File: config.mk
export PLATFORM = sky130hd
export DESIGN_NAME = rv_mc_ctrl_fsm
export DESIGN_NICKNAME = d
export VERILOG_FILES = /design/src/rtl/rv_mc_ctrl_fsm.sv
export SDC_FILE = /design/constraint.sdc
export NUM_CORES = 1
export LEC_CHECK = 0
export CORE_MARGIN = 2
export CORE_UTILIZATION = 25
export CTS_CLUSTER_DIAMETER = 50
export DETAILED_ROUTE_END_ITERATION = 8
export GPL_TIMING_DRIVEN = 0
export HOLD_SLACK_MARGIN = 0.1
export SYNTH_ARGS = -nofsm -noshare
export SYNTH_HDL_FRONTEND = slang
export SYNTH_SLANG_ARGS = --single-unit
File: constraint.sdc
create_clock -name clk -period 2.7 [get_ports clk]
set_input_delay 0.54 -clock clk [delete_from_list [all_inputs] [get_ports clk]]
set_output_delay 0.54 -clock clk [all_outputs]
set_load 0.01 [all_outputs]
File: src/rtl/rv_mc_ctrl_fsm.sv
// Multi-cycle RV32I control sequencer: FETCH/DECODE/EXEC/MEM/WB/TRAP, registered Moore outputs.
// Optional retired-instruction counter on instret when RV_CTRL_INSTRET_EN is defined.
module rv_mc_ctrl_fsm #(
  parameter int DEC_LAT     = 2,
  parameter int MEM_TIMEOUT = 255
) (
  input  logic        clk,
  input  logic        rst_n,
  input  logic [37:0] instr_bus,
  input  logic        branch_taken,
  input  logic        imem_ready,
  input  logic        dmem_ready,
  input  logic        trap_clr,
  output logic        imem_req,
  output logic        ir_we,
  output logic        pc_we,
  output logic [1:0]  pc_sel,
  output logic        alu_a_sel,
  output logic        alu_b_sel,
  output logic        reg_we,
  output logic [1:0]  wb_sel,
  output logic        dmem_req,
  output logic        dmem_we,
  output logic        illegal,
  output logic        retire,
  output logic [2:0]  state_o,
  output logic [31:0] instret
);

  typedef enum logic [2:0] {
    S_FETCH = 3'd0, S_DECODE = 3'd1, S_EXEC = 3'd2,
    S_MEM = 3'd3, S_WB = 3'd4, S_TRAP = 3'd5
  } state_t;

  typedef enum logic [3:0] {
    C_R, C_I, C_LD, C_ST, C_BR, C_JAL, C_JALR, C_LUI, C_AUIPC
  } cls_t;

  state_t      state_q, state_d;
  cls_t        cls_q, cls_d, cls_dec;
  logic [2:0]  dec_cnt_q, dec_cnt_d;
  logic [7:0]  mem_cnt_q, mem_cnt_d;
  logic        imem_req_q, imem_req_d, ir_we_q, ir_we_d, pc_we_q, pc_we_d;
  logic [1:0]  pc_sel_q, pc_sel_d, wb_sel_q, wb_sel_d;
  logic        alu_a_sel_q, alu_a_sel_d, alu_b_sel_q, alu_b_sel_d;
  logic        reg_we_q, reg_we_d, dmem_req_q, dmem_req_d, dmem_we_q, dmem_we_d;
  logic        illegal_q, illegal_d, retire_q, retire_d;
  logic        bad_instr;

  // Exactly one legal bit must be set; bit 37 is a reserved slot.
  assign bad_instr = (instr_bus == 38'd0) ||
                     ((instr_bus & (instr_bus - 38'd1)) != 38'd0) || instr_bus[37];

  always_comb begin
    cls_dec = C_R;
    if (|instr_bus[18:10]) cls_dec = C_I;
    if (|instr_bus[23:19]) cls_dec = C_LD;
    if (|instr_bus[26:24]) cls_dec = C_ST;
    if (|instr_bus[32:27]) cls_dec = C_BR;
    if (instr_bus[33])     cls_dec = C_JAL;
    if (instr_bus[34])     cls_dec = C_JALR;
    if (instr_bus[35])     cls_dec = C_LUI;
    if (instr_bus[36])     cls_dec = C_AUIPC;
  end

  always_comb begin
    state_d     = state_q;
    cls_d       = cls_q;
    dec_cnt_d   = dec_cnt_q;
    mem_cnt_d   = mem_cnt_q;
    ir_we_d     = 1'b0;
    pc_we_d     = 1'b0;
    retire_d    = 1'b0;
    pc_sel_d    = 2'd0;
    wb_sel_d    = 2'd0;
    reg_we_d    = 1'b0;
    alu_a_sel_d = 1'b0;
    alu_b_sel_d = 1'b0;
    case (state_q)
      S_FETCH: if (imem_ready) begin
        state_d   = S_DECODE;
        dec_cnt_d = 3'd0;
        ir_we_d   = 1'b1;
      end
      S_DECODE: begin
        if (dec_cnt_q == 3'(DEC_LAT - 1)) begin
          if (bad_instr) begin
            state_d = S_TRAP;
          end else begin
            cls_d   = cls_dec;
            state_d = S_EXEC;
          end
        end else begin
          dec_cnt_d = dec_cnt_q + 3'd1;
        end
      end
      S_EXEC: begin
        if (cls_q == C_BR) begin
          state_d = S_FETCH;
        end else if (cls_q == C_LD || cls_q == C_ST) begin
          state_d   = S_MEM;
          mem_cnt_d = 8'd0;
        end else begin
          state_d = S_WB;
        end
      end
      S_MEM: begin
        if (dmem_ready) begin
          mem_cnt_d = 8'd0;
          if (cls_q == C_ST) begin
            state_d  = S_FETCH;
            pc_we_d  = 1'b1;
            retire_d = 1'b1;
          end else begin
            state_d = S_WB;
          end
        end else if (mem_cnt_q + 8'd1 == 8'(MEM_TIMEOUT)) begin
          mem_cnt_d = 8'd0;
          state_d   = S_TRAP;
        end else begin
          mem_cnt_d = mem_cnt_q + 8'd1;
        end
      end
      S_WB:    state_d = S_FETCH;
      S_TRAP:  if (trap_clr) state_d = S_FETCH;
      default: state_d = S_FETCH;
    endcase

    // Output flops are loaded with the values belonging to the state being entered.
    if (state_d == S_EXEC) begin
      alu_a_sel_d = (cls_d == C_AUIPC) || (cls_d == C_JAL) || (cls_d == C_BR);
      alu_b_sel_d = !((cls_d == C_R) || (cls_d == C_BR));
      if (cls_d == C_BR) begin
        pc_we_d  = 1'b1;
        retire_d = 1'b1;
      end
    end
    if (state_d == S_WB) begin
      reg_we_d = 1'b1;
      pc_we_d  = 1'b1;
      retire_d = 1'b1;
      case (cls_d)
        C_LD:         wb_sel_d = 2'd1;
        C_JAL, C_JALR: wb_sel_d = 2'd2;
        C_LUI:        wb_sel_d = 2'd3;
        default:      wb_sel_d = 2'd0;
      endcase
      if (cls_d == C_JAL)  pc_sel_d = 2'd1;
      if (cls_d == C_JALR) pc_sel_d = 2'd2;
    end
    imem_req_d = (state_d == S_FETCH);
    dmem_req_d = (state_d == S_MEM);
    dmem_we_d  = (state_d == S_MEM) && (cls_d == C_ST);
    illegal_d  = (state_d == S_TRAP);
  end

  always_ff @(posedge clk or negedge rst_n) begin
    if (!rst_n) begin
      state_q     <= S_FETCH;
      cls_q       <= C_R;
      dec_cnt_q   <= 3'd0;
      mem_cnt_q   <= 8'd0;
      imem_req_q  <= 1'b1;
      ir_we_q     <= 1'b0;
      pc_we_q     <= 1'b0;
      pc_sel_q    <= 2'd0;
      alu_a_sel_q <= 1'b0;
      alu_b_sel_q <= 1'b0;
      reg_we_q    <= 1'b0;
      wb_sel_q    <= 2'd0;
      dmem_req_q  <= 1'b0;
      dmem_we_q   <= 1'b0;
      illegal_q   <= 1'b0;
      retire_q    <= 1'b0;
    end else begin
      state_q     <= state_d;
      cls_q       <= cls_d;
      dec_cnt_q   <= dec_cnt_d;
      mem_cnt_q   <= mem_cnt_d;
      imem_req_q  <= imem_req_d;
      ir_we_q     <= ir_we_d;
      pc_we_q     <= pc_we_d;
      pc_sel_q    <= pc_sel_d;
      alu_a_sel_q <= alu_a_sel_d;
      alu_b_sel_q <= alu_b_sel_d;
      reg_we_q    <= reg_we_d;
      wb_sel_q    <= wb_sel_d;
      dmem_req_q  <= dmem_req_d;
      dmem_we_q   <= dmem_we_d;
      illegal_q   <= illegal_d;
      retire_q    <= retire_d;
    end
  end

  // branch_taken only becomes valid inside EXEC, so the branch target select follows it there.
  assign pc_sel    = (state_q == S_EXEC && cls_q == C_BR) ? {1'b0, branch_taken} : pc_sel_q;
  assign imem_req  = imem_req_q;
  assign ir_we     = ir_we_q;
  assign pc_we     = pc_we_q;
  assign alu_a_sel = alu_a_sel_q;
  assign alu_b_sel = alu_b_sel_q;
  assign reg_we    = reg_we_q;
  assign wb_sel    = wb_sel_q;
  assign dmem_req  = dmem_req_q;
  assign dmem_we   = dmem_we_q;
  assign illegal   = illegal_q;
  assign retire    = retire_q;
  assign state_o   = state_q;

`ifdef RV_CTRL_INSTRET_EN
  logic [31:0] instret_q, instret_d;

  always_comb begin
    instret_d = instret_q + {31'd0, retire_q};
  end

  always_ff @(posedge clk or negedge rst_n) begin
    if (!rst_n) instret_q <= 32'd0;
    else        instret_q <= instret_d;
  end

  assign instret = instret_q;
`else
  assign instret = 32'd0;
`endif

endmodule

== Word-level counts from Yosys, hierarchy flattened ==
Index checks and enable logic that the tools add are counted.

* Register bits after elaboration: 31
* Bits of input ports: 44
* Output and inout bits: 49
* Logic and storage cells: 112

* $add $sub $neg: 3
* Equal/unequal tests: 24
* Multiplexer cells: 46
* Bitwise logic cells: 1
* Reduce and logical (&&, ||, !) cells: 23

{| class="wikitable"
|+ Operator list
! kind !! number
|-
| AND 38 bit || 1
|-
| logical NOT 38 bit || 1
|-
| nonzero test 38 bit || 1
|-
| subtractor 38 x 1 -> 38 bit, second input constant || 1
|-
| 2-to-1 mux 4 bit || 9
|-
| 2-to-1 mux 3 bit || 11
|-
| 2-to-1 mux 8 bit || 4
|-
| equality test 4 x 3 -> 1 bit, second input constant || 5
|-
| equality test 4 x 2 -> 1 bit, second input constant || 4
|-
| case mux 8 bit (2 select lines) || 1
|-
| case mux 3 bit (5 select lines) || 1
|-
| 2-to-1 mux 1 bit || 13
|-
| equality test 3 x 2 -> 1 bit, second input constant || 4
|-
| 2-to-1 mux 2 bit || 5
|-
| equality test 3 bit, second input constant || 3
|-
| OR reduction 9 bit || 1
|-
| adder 8 x 1 -> 8 bit, second input constant || 1
|-
| equality test 8 bit, second input constant || 1
|-
| != test 2 bit, second input constant || 4
|-
| equality test 3 x 1 -> 1 bit, second input constant || 2
|-
| logical NOT 3 bit || 2
|-
| logical OR 1 bit || 6
|-
| case mux 2 bit (3 select lines) || 1
|-
| case mux 3 bit (2 select lines) || 1
|-
| other kinds (11) || 14
|}

== Depth between registers and ports, before layout ==
* Word-level depth: 16
* Gate-level depth with buffers: 10
* Mapped depth without buffers: 9

== Worst setup path before layout ==
No wires, ideal clock.

* Kind: input to register
* Start point: input instr_bus[15]
* End point: register cls_q[3]
* Library setup time: 0.125 ns
* Data arrival time: 2.870 ns
* Required time: 2.575 ns
* Slack: -0.295 ns
* Cell stages on the path: 8
* Path buffers: 1
* Path through: or4_4 -> or3_1 -> buf_2 -> or4b_1 -> a211oi_2 -> and2b_2 -> nand4_4 -> mux2_4

* Word-level cells in the longest chain between the ends: 8
* Elaborated cells between the ends (all ways): 9
* Those cells by class: add/sub: 1; mux: 3; bitwise: 1; reduce/logical: 4

{| class="wikitable"
|+ Ends and longest elaborated chain
! what !! line !! RTL
|-
| start, declared || 9 || <nowiki>input logic [37:0] instr_bus,</nowiki>
|-
| subtractor 38 x 1 -> 38 bit || 52 || <nowiki>((instr_bus & (instr_bus - 38'd1)) != 38'd0) || instr_bus[37];</nowiki>
|-
| AND 38 bit || 52 ||
|-
| nonzero test 38 bit || 52 ||
|-
| logical OR 1 bit (*) || 51 || <nowiki>assign bad_instr = (instr_bus == 38'd0) ||</nowiki>
|-
| logical OR 1 bit (*) || 52 ||
|-
| 2-to-1 mux 4 bit (*) || 87 || <nowiki>if (bad_instr) begin</nowiki>
|-
| 2-to-1 mux 4 bit (*) || 86 || <nowiki>if (dec_cnt_q == 3'(DEC_LAT - 1)) begin</nowiki>
|-
| 2-to-1 mux 4 bit (*) || 79 || <nowiki>case (state_q)</nowiki>
|-
| net cls_d[3] || 40 || <nowiki>cls_t cls_q, cls_d, cls_dec;</nowiki>
|-
| end signal, assigned || 177 || <nowiki>cls_q <= cls_d;</nowiki>
|-
| end, declared || 40 ||
|}

Mark *: on every way through the listed nets, which the timed path passes. The rest lies on a longest branch.
A chain may end at the register's enable or synchronous reset.

== Worst setup path in the final report ==
* Start point: input instr_bus[21]
* End point: register imem_req_q (netlist: imem_req)

* Word-level cells in the longest chain between the ends: 9
* Elaborated cells between the ends (all ways): 10
* Those cells by class: add/sub: 1; mux: 3; bitwise: 1; reduce/logical: 5

{| class="wikitable"
|+ Ends and longest elaborated chain
! what !! line !! RTL
|-
| subtractor 38 x 1 -> 38 bit || 52 ||
|-
| AND 38 bit || 52 ||
|-
| nonzero test 38 bit || 52 ||
|-
| logical OR 1 bit (*) || 51 ||
|-
| logical OR 1 bit (*) || 52 ||
|-
| 2-to-1 mux 3 bit (*) || 87 ||
|-
| 2-to-1 mux 3 bit (*) || 86 ||
|-
| case mux 3 bit (5 select lines) (*) || 79 ||
|-
| logical NOT 3 bit (*) || 151 || <nowiki>imem_req_d = (state_d == S_FETCH);</nowiki>
|-
| net imem_req_d || 43 || <nowiki>logic imem_req_q, imem_req_d, ir_we_q, ir_we_d, pc_we_q, pc_we_d;</nowiki>
|-
| end signal, assigned || 180 || <nowiki>imem_req_q <= imem_req_d;</nowiki>
|-
| end, declared || 43 ||
|}

Marked as above.

==> run_results.csv <==
group,metric,value,unit
route,drt_first_pass_iters,4,
route,routed.top_layer,"met4",
power_and_ir_drop,p_leak,1.81,nW
power_and_ir_drop,switching_share,31.6,%
placed_design,hpwl,5060,um
setup_path,path_buf_inv,1,
route,drt_wl_total,7010,um
clock_tree,clock-sinks,31,
setup_path,critPathKind,"in2reg",
clock_tree,clk_latency,0.29,ns
power_and_ir_drop,power_frac_clock,29.8,%
power_and_ir_drop,internal_power,1.08,mW
synth,synth_edf_count,0,
synth,yosys-top-cells-count,"33 x buf_4, 31 x nor2_1, 30 x dfrtp_1",
route,m1WireLength,3090,um
cells_and_area,finalNetCount,460,
setup_path,critPathSlowestCell,"or4_4",
timing,setup_tns,-0.753,ns
synth,async_reset_ff_share,100,%
synth,seq_area_frac_synth,31.4,%
power_and_ir_drop,ir_worst_vdd,0.000252,V
timing,max_freq,354,MHz
route,num_vias,2539,
global_route,grt_start_max_net_pins,32,
die,dieHeight,104,um
power_and_ir_drop,p_seq_share,36.8,%
timing,tightestPinTransition,0.674,ns
timing,hold_violations,0,
setup_path,cp_slowest_stage_delay,0.60,ns
clock_tree,clock_path_buffers,2,
timing,setup_viol,10,
timing,slew_violations,0,
setup_path,cp-end-kind,"register",
setup_path,crit_chain,"buf_8 -> or4_4 -> or4_4 -> nor3_4 -> o211ai_1 -> or4_4 -> o21ai_4 -> and4_1",
clock_tree,tritoncts,"done",
synth,synth_most_common_cell,"buf_4",
route,dr_wl_met3,527,um
timing,relSlewSlack,55.1,%
synth,synth_warnings,0,
setup_path,path_delay_family,"simple AND/OR/NAND/NOR gates",
placed_design,dp.cells,513,
synth,ys_ff_latch,31,
setup_path,startpoint_type,"input pin",
cells_and_area,area_growth_syn_to_layout,56.4,%
timing,rsz0062_at_grt,"true",
clock_tree,cts.clk_slew.worst_paths,0.07,ns
global_route,grt_antenna_before_repair,0,
die,initial_core_util,25.6,%
placed_design,io_buffers,59,
synth,synth_area,2480,um2
synth,synth.area.top_cells,"dfrtp_1 30%, buf_4 10%, nor2_1 4.7%, o21ai_0 3.8%, nand2_1 2.7%",
setup_path,r2r_start,"cls_q[2]",
timing,fin_crit_sh,105,%
synth,synthCells,290,
route,wl_met2,3310,um
global_route,grt_use_total,12.5,%
power_and_ir_drop,power_density,408,nW/um2
clock_tree,cts-root-buf,"clkbuf_8",
setup_path,cp_common_cell,"or4_4",
power_and_ir_drop,netSwitchingPower,0.500,mW
placed_design,place_ws,-1.09,ns
synth,synth.distinct_cells,65,
die,fp-row-count,36,
route,initialDrtViolationCount,50,
status,violations,"setup timing",
hold_path,min_path_type,"in2async",
synth,synth_area_per_cell,8.54,um2
synth,yosys.area.top_type,"dfrtp_1",
global_route,overflow,0,
setup_path,crit_arrival,3.05,ns
synth,synthFlopType,"dfrtp_1",
timing,min_period,2.83,ns
die,die_w,104,um
route,postRouteAntennaNets,0,
route,routedWlPerCell,12.8,um
die,dieArea,10700,um2
setup_path,crit_path_start,"instr_bus[21]",
setup_path,crit_required,2.92,ns
timing,fin_skew,0.0142,ns
global_route,grt_pass1_wl,11400,um
status,outcome,"complete, but fails checks",
die,core_area,9680,um2
clock_tree,htree_levels,2,
die,ios,93,
route,drcViolationCount,0,
route,vias_per_cell,4.65,
cells_and_area,fin_area,3870,um2
placed_design,routabilityCongestion,0.866,
power_and_ir_drop,combPwrFrac,33.4,%
cells_and_area,fin_cells,546,
setup_path,crit_fanout,5,
cells_and_area,antennaDiodeCount,0,
synth,synth_top_area_share,30.3,%
clock_tree,cts_buffers,5,
timing,setup_slack,-0.126,ns
placed_design,place_area,3360,um2
job,drv_cap,0,
global_route,grt_pass1_vias,2426,
cells_and_area,drive_gt1_share,30.8,%
## power by group through the flow
stage	clock network [mW]	logic (mW)	registers, mW
detailed placement	0	0.482	0.589
finish	0.471	0.527	0.583
CTS	0.485	0.510	0.582
floorplan	0	0.269	0.589
global route	0.502	0.585	0.593
global placement	0	0.475	0.586
## sequential cells by signal (all words and copies together), names as in the netlist
| register | cells |
|---|---|
| pc_sel_q | 2 |
| imem_req | 1 |
| dec_cnt_q | 3 |
| cls_q | 4 |
| illegal | 1 |
| mem_cnt_q | 8 |
| wb_sel | 2 |
| reg_we | 1 |
| dmem_we | 1 |
| alu_b_sel | 1 |
| ir_we | 1 |
| state_o | 3 |
| dmem_req | 1 |
| retire | 1 |
| alu_a_sel | 1 |
## final timing paths
check                               end  cells after the start  slack (ns)
setup reg to reg               imem_req                      8        0.36
hold / removal             mem_cnt_q[3]                      1        0.28
hold reg to reg            mem_cnt_q[7]                      1        0.50
min in group clk           mem_cnt_q[7]                      1        0.50
max in group asynchronous   pc_sel_q[1]                      1        1.96
setup / recovery               imem_req                      8       -0.13
## timing repair
action	CTS	global route
pin swaps	22	19
setup endpoints to repair	13	14
hold buffers	0	0
setup buffers	17	9
resized for setup	56	40
## cells by family (layout without fill, tap and decap cells)
| logic type | Yosys count | in the layout | synth area share (%) |
|---|---|---|---|
| buf+inv | 47 | 139 | 12.2 |
| other cells | 1 | 32 | 0.151 |
| xor+xnor | 4 | 4 | 1.42 |
| mux | 7 | 7 | 3.49 |
| flops | 31 | 31 | 31.4 |
| fa+ha+maj | 4 | 4 | 2.02 |
| simple gates | 138 | 138 | 33.5 |
| compound gates | 58 | 58 | 15.9 |
## placed cells by master, fill, tap and decap left out, types with 3 or more instances in the layout
master and n:
a21oi_1 6, and2_1 5, buf_2 3, buf_4 54, buf_6 7, clkbuf_2 4
clkbuf_8 6, clkdlybuf4s50_1 34, conb_1 32, dfrtp_1 30, dlygate4sd2_1 4, dlymetal6s2s_1 9
ha_1 4, inv_1 11, mux2_4 3, mux2i_1 3, nand2_1 18, nand2b_1 4
nand3_1 11, nand4_1 7, nor2_1 28, nor2_2 3, nor2b_1 3, nor2b_2 3
nor3_1 10, nor3_4 3, nor3b_1 3, nor4_1 3, nor4_4 5, nor4b_1 4
o21ai_0 19, o31ai_1 3, or2_2 5, or4_4 5, xor2_1 3
## metal layers
layer	track usage, %	vias up
li1	-	1250
met1	15.7	1190
met2	20.9	92
met3	3.46	7
met4	3.67	0
met5	0	-
## cell type report
type | count | area [um2]
Multi-Input combinational cell | 243 | 1710
Fill cell | 983 | 5810
Timing Repair Buffer | 85 | 805
Inverter | 11 | 41.3
Buffer | 35 | 255
Sequential cell | 31 | 777
Tap cell | 133 | 166
Clock inverter | 2 | 35.0
Clock buffer | 6 | 82.6
## metrics by stage
stage	total power [mW]	hold slack, ns	util, %
after floorplan	0.858	0.244	-
after global placement	1.06	0.466	34.7
after detailed placement	1.07	0.471	34.7
after CTS	1.58	0.493	38.3
after global routing	1.68	0.354	40.0
final	1.58	0.281	40.0
Power figures use the tool's default switching activity.
